<file path="src/rtl/ysyx_22040125_scoreboard.sv">
// ---------------------------------------------------------------------------
// ysyx_22040125_scoreboard
//
// Register scoreboard for long-latency writers (load / mul / div). It tracks
// which architectural registers still wait on an outstanding long result.
// It also stalls decode on RAW, WAW and in-flight-capacity hazards, and it
// flags writebacks that have no matching issue.
//
// Ports
//   clk, rst                  single clock; synchronous active-high reset
//   id_rs1/id_rs2 (+_ren)     decode source indices and their read enables
//   id_rd, id_valid,          decode destination, instruction-valid,
//   id_reg_wen, id_long       writes-rd flag, long-latency-producer flag
//   wb_reg_rd, wb_long_wen    long-latency writeback this cycle
//   flush                     pipeline redirect; aborts all long units
//   stall_id                  combinational decode hold
//   pending                   registered pending-write bitmap (bit 0 = 0)
//   out_cnt, busy             outstanding long writes, and (out_cnt != 0)
//   sb_err                    sticky protocol-error flag, cleared by rst
// ---------------------------------------------------------------------------
module ysyx_22040125_scoreboard #(
  parameter int MAX_OUT = 4  // legal range 1..7
) (
  input  logic        clk,
  input  logic        rst,
  input  logic [4:0]  id_rs1,
  input  logic [4:0]  id_rs2,
  input  logic        id_rs1_ren,
  input  logic        id_rs2_ren,
  input  logic [4:0]  id_rd,
  input  logic        id_valid,
  input  logic        id_reg_wen,
  input  logic        id_long,
  input  logic [4:0]  wb_reg_rd,
  input  logic        wb_long_wen,
  input  logic        flush,
  output logic        stall_id,
  output logic [31:0] pending,
  output logic [2:0]  out_cnt,
  output logic        busy,
  output logic        sb_err
);

  localparam logic [2:0] MaxOut = 3'(MAX_OUT);

  logic [31:0] pending_q, pending_d;
  logic [2:0]  out_cnt_q, out_cnt_d;
  logic        sb_err_q,  sb_err_d;

  logic [31:0] eff_pending;
  logic [31:0] wb_mask;
  logic        legal_retire;
  logic [2:0]  cnt_after_retire;
  logic        raw_hit, waw_hit, full_hit;
  logic        issue;

  // Hazard detection. A writeback landing this cycle is treated as already
  // retired, because the forwarding path supplies its data to decode.
  always_comb begin
    // NOTE: every variable written in always_comb gets a default first, so
    // that no path through the block leaves it unassigned and infers a latch.
    wb_mask = '0;
    if (wb_long_wen) wb_mask[wb_reg_rd] = 1'b1;
    eff_pending = pending_q & ~wb_mask;

    legal_retire     = wb_long_wen && (out_cnt_q != 3'd0);
    cnt_after_retire = out_cnt_q - {2'b00, legal_retire};

    raw_hit  = (id_rs1_ren && (id_rs1 != 5'd0) && eff_pending[id_rs1]) ||
               (id_rs2_ren && (id_rs2 != 5'd0) && eff_pending[id_rs2]);
    waw_hit  = id_reg_wen && (id_rd != 5'd0) && eff_pending[id_rd];
    full_hit = id_reg_wen && id_long && (id_rd != 5'd0) &&
               (cnt_after_retire == MaxOut);

    stall_id = id_valid && !flush && (raw_hit || waw_hit || full_hit);
    issue    = id_valid && !stall_id && !flush && id_reg_wen && id_long &&
               (id_rd != 5'd0);
  end

  // Next-state logic for the bitmap, the counter and the error flag.
  always_comb begin
    pending_d = pending_q;
    out_cnt_d = out_cnt_q;
    sb_err_d  = sb_err_q;

    // The clear is applied first so that a same-cycle set of the same bit wins.
    if (wb_long_wen && (wb_reg_rd != 5'd0)) pending_d[wb_reg_rd] = 1'b0;
    if (issue)                              pending_d[id_rd]     = 1'b1;
    pending_d[0] = 1'b0;

    // Simultaneous issue and retire leave the count unchanged.
    // An illegal retire (out_cnt==0) never decrements.
    unique case ({issue, legal_retire})
      2'b10:   out_cnt_d = out_cnt_q + 3'd1;
      2'b01:   out_cnt_d = out_cnt_q - 3'd1;
      default: out_cnt_d = out_cnt_q;
    endcase

    if (flush) begin
      pending_d = '0;
      out_cnt_d = '0;
    end

    // The error flag is sticky across flush; only rst clears it.
    if (wb_long_wen && (out_cnt_q == 3'd0))                          sb_err_d = 1'b1;
    if (wb_long_wen && (wb_reg_rd != 5'd0) && !pending_q[wb_reg_rd]) sb_err_d = 1'b1;
  end

  always_ff @(posedge clk) begin
    // NOTE: sequential state uses non-blocking assignments so every flop
    // samples pre-edge values regardless of statement order.
    if (rst) begin
      pending_q <= '0;
      out_cnt_q <= '0;
      sb_err_q  <= 1'b0;
    end else begin
      pending_q <= pending_d;
      out_cnt_q <= out_cnt_d;
      sb_err_q  <= sb_err_d;
    end
  end

  assign pending = pending_q;
  assign out_cnt = out_cnt_q;
  assign busy    = (out_cnt_q != 3'd0);
  assign sb_err  = sb_err_q;

endmodule

</file>
<file path="config.mk">
export PLATFORM = sky130hd
export DESIGN_NAME = ysyx_22040125_scoreboard
export DESIGN_NICKNAME = d
export VERILOG_FILES = /design/src/rtl/ysyx_22040125_scoreboard.sv
export SDC_FILE = /design/constraint.sdc
export NUM_CORES = 1
export LEC_CHECK = 0
export ABC_AREA = 1
export CORE_MARGIN = 2
export CORE_UTILIZATION = 45
export CTS_CLUSTER_SIZE = 24
export DETAILED_ROUTE_END_ITERATION = 7
export GPL_TIMING_DRIVEN = 0
export PLACE_DENSITY = 0.8
export SYNTH_ARGS = -nofsm -noshare
export SYNTH_HDL_FRONTEND = slang
export SYNTH_SLANG_ARGS = --single-unit
</file>
<file path="constraint.sdc">
create_clock -name clk -period 4.52 [get_ports clk]
set_input_delay 1.13 -clock clk [delete_from_list [all_inputs] [get_ports clk]]
set_output_delay 1.13 -clock clk [all_outputs]
set_load 0.1 [all_outputs]
</file>
==> summary.md, run 1 <==
| Metric | Value |
|---|---|
| Starting DRT DRC Count | `477` |
| Initial antenna violation count | `0` |
| CP cell instances | `clkbuf_4 -> inv_1 -> nand3_2 -> buf_6 -> o21ai_2 -> or2_2 -> nand3_1 -> nand3_1 -> nand3_1 -> nand2_1 -> nand2_1 -> nand3_2 -> clkbuf_4 -> nand2_1 -> nand3_1 -> inv_1 -> buf_12` |
| Drt first pass iters | `7` |
| Clock Path Buffers | `2` |
| Number of buffers created by CTS | `5` |
| Num Clock Sinks | `35` |
| Worst reg2reg startpoint | `pending[4]$_SDFF_PP0_` |
| Setup_tns | `0 ns` |
| Post-synth cell types | `37` |
| Post-Synthesis Cells | `557` |
| CP peak stage delay | `0.28 ns` |
| Cell Pwr Density | `181 nW/um2` |
| Port Buf Inserts | `58` |
| Synth-to-Final Area Change | `35.6%` |
| CTS tree | `done` |
| Residual DRC | `0` |
| GRT Resource Usage Total | `31.7%` |
| Site Rows | `30` |
| CP endpoint | `stall_id` |
| Combinational Power Share | `30.5%` |
| Ant diodes | `0` |
| Number of flops mapped to enable cells by yosys | `0` |
| Drt total wl | `12600 um` |
| R2R setup slack | `1.59 ns` |
| Max Fclk | `225 MHz` |
| Share of cells above drive strength 1 | `14.3%` |
| Vias after detailed routing | `4231` |
| GRT overflow | `0` |
| Syn Area/Cell | `5.71 um2` |
| Post-synthesis register bit count | `35` |
| Final Hold Viols | `0` |
| Nets | `662` |
| Net Sw Frac | `35.4%` |
| Largest net degree at the start of global routing | `11` |
| Multi-input logic area | `2370 um2` |
| Max_slew headroom | `33.3%` |
| Wire per inst | `17.4 um` |
| Num ports | `67` |
| Root buffer cell | `clkbuf_8` |
| Final instance area | `4310 um2` |
| Worst Tran Pin Value | `0.997 ns` |
| Wire length of the first global-routing pass | `18900 um` |
| CTS Hold Bufs | `0` |
| Ys flop type | `dfxtp_1` |
| Chip height | `88.1 um` |
| WP data arrival | `3.32 ns` |
| Die Wd | `88.1 um` |
| Most common cell after layout, fill and taps aside | `nand2_1` |
| Most frequent cells in the layout | `142 x nand2_1, 61 x nor2_1, 60 x nand3_1` |
| Mapped Area | `3180 um2` |
| Filler Cell Count | `685` |
| Pint | `504 uW` |
| Endpoint class of the critical path | `output pin` |
| Reg area | `701 um2` |
| CP startpoint | `wb_reg_rd[1]` |
| Tmin final | `4.45 ns` |
| Post-synth ARST share | `0%` |
| Setup Viol. Count Final | `0` |
| Total power | `781 uW` |
| Reg-to-reg endpoint | `out_cnt[2]$_SDFFE_PP0P_` |
| Cell with the largest stage delay on the worst path | `or2_2` |
| Startpoint Class | `input port` |
| Dpl cell area | `3880 um2` |
| # H-tree levels | `2` |
| Non-filler instance count after layout | `726` |
| Drt via density | `5.83` |
| Worst skew pair latency | `0.29 ns` |
| Die footprint | `7760 um2` |
| RD Place Congestion | `1.03` |
| Max-cap violations | `0` |
| Util after Layout | `63.2%` |
| Placed cells | `711` |
| Register area share after synthesis | `22.0%` |
| Hold Path Class | `flip-flop to flip-flop` |
| Period utilisation layout | `98.3%` |
| Switching power | `277 uW` |
| Detail Placement HPWL | `9890 um` |
| Clk network pwr share | `29.7%` |
| CP most frequent cell | `nand3_1` |
| DRT antenna net count | `0` |
| Reg2Reg Depth | `17` |
| Max VDD drop | `0.000123 V` |
| Sequential share of power | `39.7%` |
| Max Slew Vio Count | `0` |
| Synthesized Nets | `589` |
| Starting Density | `46.6%` |
| WS Path Type | `input port to output pin` |
| Vias in the first global route | `3756` |
| Core ar. | `6830 um2` |
| Ys Warns | `0` |
| Leakage | `0.00175 uW` |
| Worst Path Max Fanout | `10` |
| Status | `complete, no violations` |
| Worst Skew | `0.0130 ns` |
| CP required | `3.39 ns` |
| Reg clk slew, reported paths | `0.07 ns` |
==> repair_timing <==
item / in CTS / in global routing
setup buffers: 2 / 6
endpoints found under the hold margin: 0 / 0
setup endpoints to repair: 1 / 1
gates resized for setup: 61 / 34
pin swaps: 2 / 4
==> how the worst min path moves through the flow <==
| stage | from | depth (start not counted) | slack (ns) | endpoint |
|---|---|---|---|---|
| after floorplan | sb_err$_SDFFE_PP0P_ | 2 | 0.89 | sb_err$_SDFFE_PP0P_ |
| after global placement | sb_err$_SDFFE_PP0P_ | 2 | 0.46 | sb_err$_SDFFE_PP0P_ |
| after detailed placement | sb_err$_SDFFE_PP0P_ | 2 | 0.46 | sb_err$_SDFFE_PP0P_ |
| after CTS | sb_err$_SDFFE_PP0P_ | 2 | 0.48 | sb_err$_SDFFE_PP0P_ |
| after global routing | sb_err$_SDFFE_PP0P_ | 2 | 0.50 | sb_err$_SDFFE_PP0P_ |
| final | sb_err$_SDFFE_PP0P_ | 2 | 0.47 | sb_err$_SDFFE_PP0P_ |
==> logic make-up (layout without fill, tap and decap cells) <==
group                      after synthesis  after routing  synth area share [%]
and+or+nand+nor                        321            321                  44.6
AOI/OAI and AO/OA                      106            106                  20.1
buffers and inverters                   91            164                  11.7
DFF                                     35             35                  22.0
adders and majority gates                3              3                  1.42
other                                    1              1                 0.118
==> metal layers <==
| layer | vias to the layer above | part of all wire [%] | track usage (%) |
|---|---|---|---|
| met3 | 46 | 8.3 | 2.64 |
| met5 | - | 0 | 0 |
| met1 | 1902 | 41 | 41.6 |
| met2 | 269 | 47 | 53.7 |
| li1 | 2014 | - | - |
| met4 | 0 | 4.2 | 12.9 |
==> registers in the layout (all words and copies together) (netlist names) <==
signal	count
sb_err	1
out_cnt	3
pending	31
==> critical path, delay by kind of cell <==
family / cells / cell delay [ns]
compound gates: 1 / 0.12
buf+inv: 6 / 1.00
simple gates: 10 / 1.05
==> through the flow <==
stage | setup WS (ns) | hold slack, ns
after floorplan | 0.213 | 0.889
after global placement | -1.33 | 0.457
after detailed placement | -1.33 | 0.463
after CTS | 0.0128 | 0.479
after global routing | -0.0137 | 0.503
final | 0.0749 | 0.474
==> area by class of cell <==
cell class,count,area share [%]
Inverter,67,5.97
Tap cell,96,2.78
Multi-Input combinational cell,431,54.8
Buffer,24,3.22
Clock inverter,1,0.116
Timing Repair Buffer,66,14.9
Sequential cell,35,16.2
Clock buffer,6,1.91
==> power groups by stage <==
stage / sequential (uW) / clock [uW] / combinational [uW]
after floorplan: 325 / 0 / 132
after global placement: 317 / 0 / 206
after detailed placement: 317 / 0 / 206
after CTS: 310 / 230 / 217
after global routing: 310 / 240 / 255
final: 310 / 232 / 238
==> synth_stat cells, types with 2 or more instances <==
cell type	n	area share [%]
nand3_2	3	0.94
nor2_1	64	7.6
o21ai_1	17	2.7
nand3_1	65	10
ha_1	2	0.79
inv_2	5	0.59
o211ai_1	7	1.7
or2_2	3	0.59
o21a_1	2	0.47
o21ai_2	6	1.7
inv_1	61	7.2
o21ai_0	8	1.3
buf_4	6	1.4
clkbuf_1	11	1.3
a31oi_1	3	0.59
dfxtp_1	35	22
buf_2	7	1.1
a22oi_1	12	2.8
a21oi_1	44	6.9
nor2_2	2	0.39
nand2_1	146	17
nand4_1	33	6.5
Note: power is estimated with default switching activity, not from simulation.
==> run 2, diff against run 1 <==
--- a/config.mk
+++ b/config.mk
@@ -7,11 +7,13 @@
 export LEC_CHECK = 0
 export ABC_AREA = 1
 export CORE_MARGIN = 2
-export CORE_UTILIZATION = 45
+export CORE_UTILIZATION = 52
 export CTS_CLUSTER_SIZE = 24
 export DETAILED_ROUTE_END_ITERATION = 7
 export GPL_TIMING_DRIVEN = 0
-export PLACE_DENSITY = 0.8
+export PLACE_DENSITY = 0.89
+export RECOVER_POWER = 100
+export REMOVE_ABC_BUFFERS = 1
 export SYNTH_ARGS = -nofsm -noshare
 export SYNTH_HDL_FRONTEND = slang
 export SYNTH_SLANG_ARGS = --single-unit
==> summary.md, run 2 (synthesized netlist as in run 1, its figures left out) <==
| Metric | Value |
|---|---|
| GRT overflow | `0 (unchanged)` |
| Hold Path Class | `flip-flop to flip-flop` |
| GRT Resource Usage Total | `36.1% (+4.4 points)` |
| Status | `complete, no violations` |
| Ant diodes | `0 (unchanged)` |
| WS Path Type | `input port to output pin` |
| Residual DRC | `0 (unchanged)` |
| Worst skew pair latency | `0.29 ns (about the same)` |
| Detail Placement HPWL | `8850 um (-10%)` |
| Max VDD drop | `0.000218 V (+78%)` |
| Most frequent cells in the layout | `143 x nand2_1, 61 x nand3_1, 60 x nor2_1` |
| Num Clock Sinks | `35 (unchanged)` |
| Max_slew headroom | `15.8% (-18 points)` |
| Startpoint Class | `input port` |
| Num ports | `67 (unchanged)` |
| Port Buf Inserts | `65 (+12%)` |
| Root buffer cell | `clkbuf_8` |
| DP Worst Slack | `-1.87 ns (-0.536 ns)` |
| Largest register FFs | `31 (unchanged)` |
| CTS Hold Bufs | `0 (unchanged)` |
| Site Rows | `28 (-6.7%)` |
| Worst Path Max Fanout | `8 (-2)` |
| Endpoint class of the critical path | `output pin` |
| Placed cells | `674 (-5.2%)` |
| Leakage | `0.00185 uW (+5.8%)` |
| Nets | `652 (-1.5%)` |
| Synth-to-Final Area Change | `33.5%` |
| Starting Density | `53.7% (+7.2 points)` |
| # H-tree levels | `2 (unchanged)` |
| RD Place Congestion | `0.937 (-9.0%)` |
| Largest net degree at the start of global routing | `35 (+24)` |
| WP data arrival | `3.27 ns (-0.05 ns)` |
| CTS tree | `done` |
| Core ar. | `5920 um2 (-13%)` |
| Die footprint | `6760 um2 (-13%)` |
| Tmin final | `4.40 ns (-0.0489 ns)` |
| CP most frequent cell | `nand3_1` |
| Vias after detailed routing | `4419 (+4.4%)` |
| Most common cell after layout, fill and taps aside | `nand2_1` |
| Clock Path Buffers | `2 (unchanged)` |
| Cell Pwr Density | `182 nW/um2 (+0.73%)` |
| CP required | `3.39 ns (about the same)` |
| Initial antenna violation count | `0 (unchanged)` |
| Cell with the largest stage delay on the worst path | `clkdlybuf4s15_2` |
| Drt first pass iters | `7 (unchanged)` |
| Worst Skew | `0.0116 ns (-0.00138 ns)` |
| Setup Viol. Count Final | `0 (unchanged)` |
| Worst path bufs/invs | `5 (-1)` |
| Vias in the first global route | `3767 (+0.29%)` |
| Chip height | `82.2 um (-6.7%)` |
| CP peak stage delay | `0.33 ns (+0.05 ns)` |
| Share of cells above drive strength 1 | `13.5% (-0.74 points)` |
| Total power | `774 uW (-0.85%)` |
| Max-cap violations | `0 (unchanged)` |
| Drt total wl | `12700 um (+0.48%)` |
| Max Fclk | `227 MHz (+1.1%)` |
| Setup_tns | `0 ns (unchanged)` |
| CP cell instances | `clkdlybuf4s15_2 -> inv_2 -> nand3_1 -> nor2_1 -> nor2_1 -> inv_1 -> nand2_1 -> nand3_1 -> nand3_1 -> nand3_1 -> nand2_1 -> a21oi_4 -> nand2_1 -> nand3_1 -> inv_1 -> buf_6` |
| Non-filler instance count after layout | `695 (-4.3%)` |
| Wire length of the first global-routing pass | `18500 um (-2.2%)` |
| Die Wd | `82.2 um (-6.7%)` |
| Wire per inst | `18.3 um (+5.0%)` |
| DRT antenna net count | `0 (unchanged)` |
| Setup WS post-layout | `0.124 ns (+0.0489 ns)` |
| Worst Tran Pin Value | `1.26 ns (+0.266 ns)` |
| Max Slew Vio Count | `0 (unchanged)` |
| Period utilisation layout | `97.3% (-1.1 points)` |
| Number of buffers created by CTS | `5 (unchanged)` |
| Drt via density | `6.36 (+9.1%)` |
| Cell family with most CP delay | `simple AND/OR/NAND/NOR gates` |
| Final Hold Viols | `0 (unchanged)` |
| Starting DRT DRC Count | `761 (+60%)` |
| Reg clk slew, reported paths | `0.07 ns (about the same)` |
[run 2: cell count changes in the layout (fill, tap and decap cells not counted), moves of 3 or more]
cell,before,now
clkbuf_2,0,3
dlygate4sd3_1,0,36
clkdlybuf4s15_2,0,4
clkdlybuf4s50_1,50,17
o21ai_4,13,10
clkbuf_4,5,0
clkbuf_1,9,0
buf_2,7,1
[run 2: final cells by class]
cell class | count | area (um2)
clock buffers | 6 | 82.6
clock inverters | 1 | 5.00
fillers | 543 | 1670
inverters | 67 | 260
multi-input cells | 434 | 2370
flip-flops and latches | 35 | 701
well taps | 75 | 93.8
repair buffers | 77 | 738
[run 2: path summary, 6_finish.rpt]
check,slack [ns],cells past startpoint,startpoint,to
worst max-delay path,0.12,16,wb_reg_rd[2],stall_id
worst min-delay path,0.47,2,sb_err$_SDFFE_PP0P_,sb_err$_SDFFE_PP0P_
worst min register to register,0.47,2,sb_err$_SDFFE_PP0P_,sb_err$_SDFFE_PP0P_
worst max register to register,1.49,14,out_cnt[2]$_SDFFE_PP0P_,out_cnt[1]$_SDFFE_PP0P_
[run 2: power by group]
part	internal, uW	switching, uW
Sequential	309	0.699
Clock	119	106
Combinational	69.0	169
Total	498	276
[run 2: per-stage QoR]
stage / cell area (um2) / util (%) / hold WS (ns)
after CTS: 4090 / 69.1 / 0.471
after detailed placement: 3820 / 64.5 / 0.460
after floorplan: 3060 / - / 0.889
final: 4250 / 71.7 / 0.466
after global placement: 3800 / 64.2 / 0.454
after global routing: 4250 / 71.7 / 0.500
[run 2: metal layers]
metal  track usage (%)  up-vias  wire length (um)
li1                  -     1998                 -
met1              47.6     1968              4780
met2              59.1      380              5710
met3              5.11       73              1600
met4              14.5        0               617
met5                 0        -                 0
[run 2: what timing repair did]
item                       4_1_cts  5_1_grt
setup endpoints to repair        4        1
cloned                           2        1
pin swaps                        4        3
buffers inserted                 5        6
gates resized for setup         57       31
[run 2: worst register-to-register path, cell delays in order (launching register included)]
cell,delay (ns)
dfxtp_1,0.38
inv_1,0.11
a31oi_1,0.26
ha_1,0.28
nand2_1,0.08
a21oi_1,0.05
o2111ai_1,0.10
nand2_1,0.16
a21oi_4,0.16
buf_4,0.24
nand3_1,0.10
ha_1,0.19
inv_1,0.10
fa_1,0.42
a211oi_1,0.28
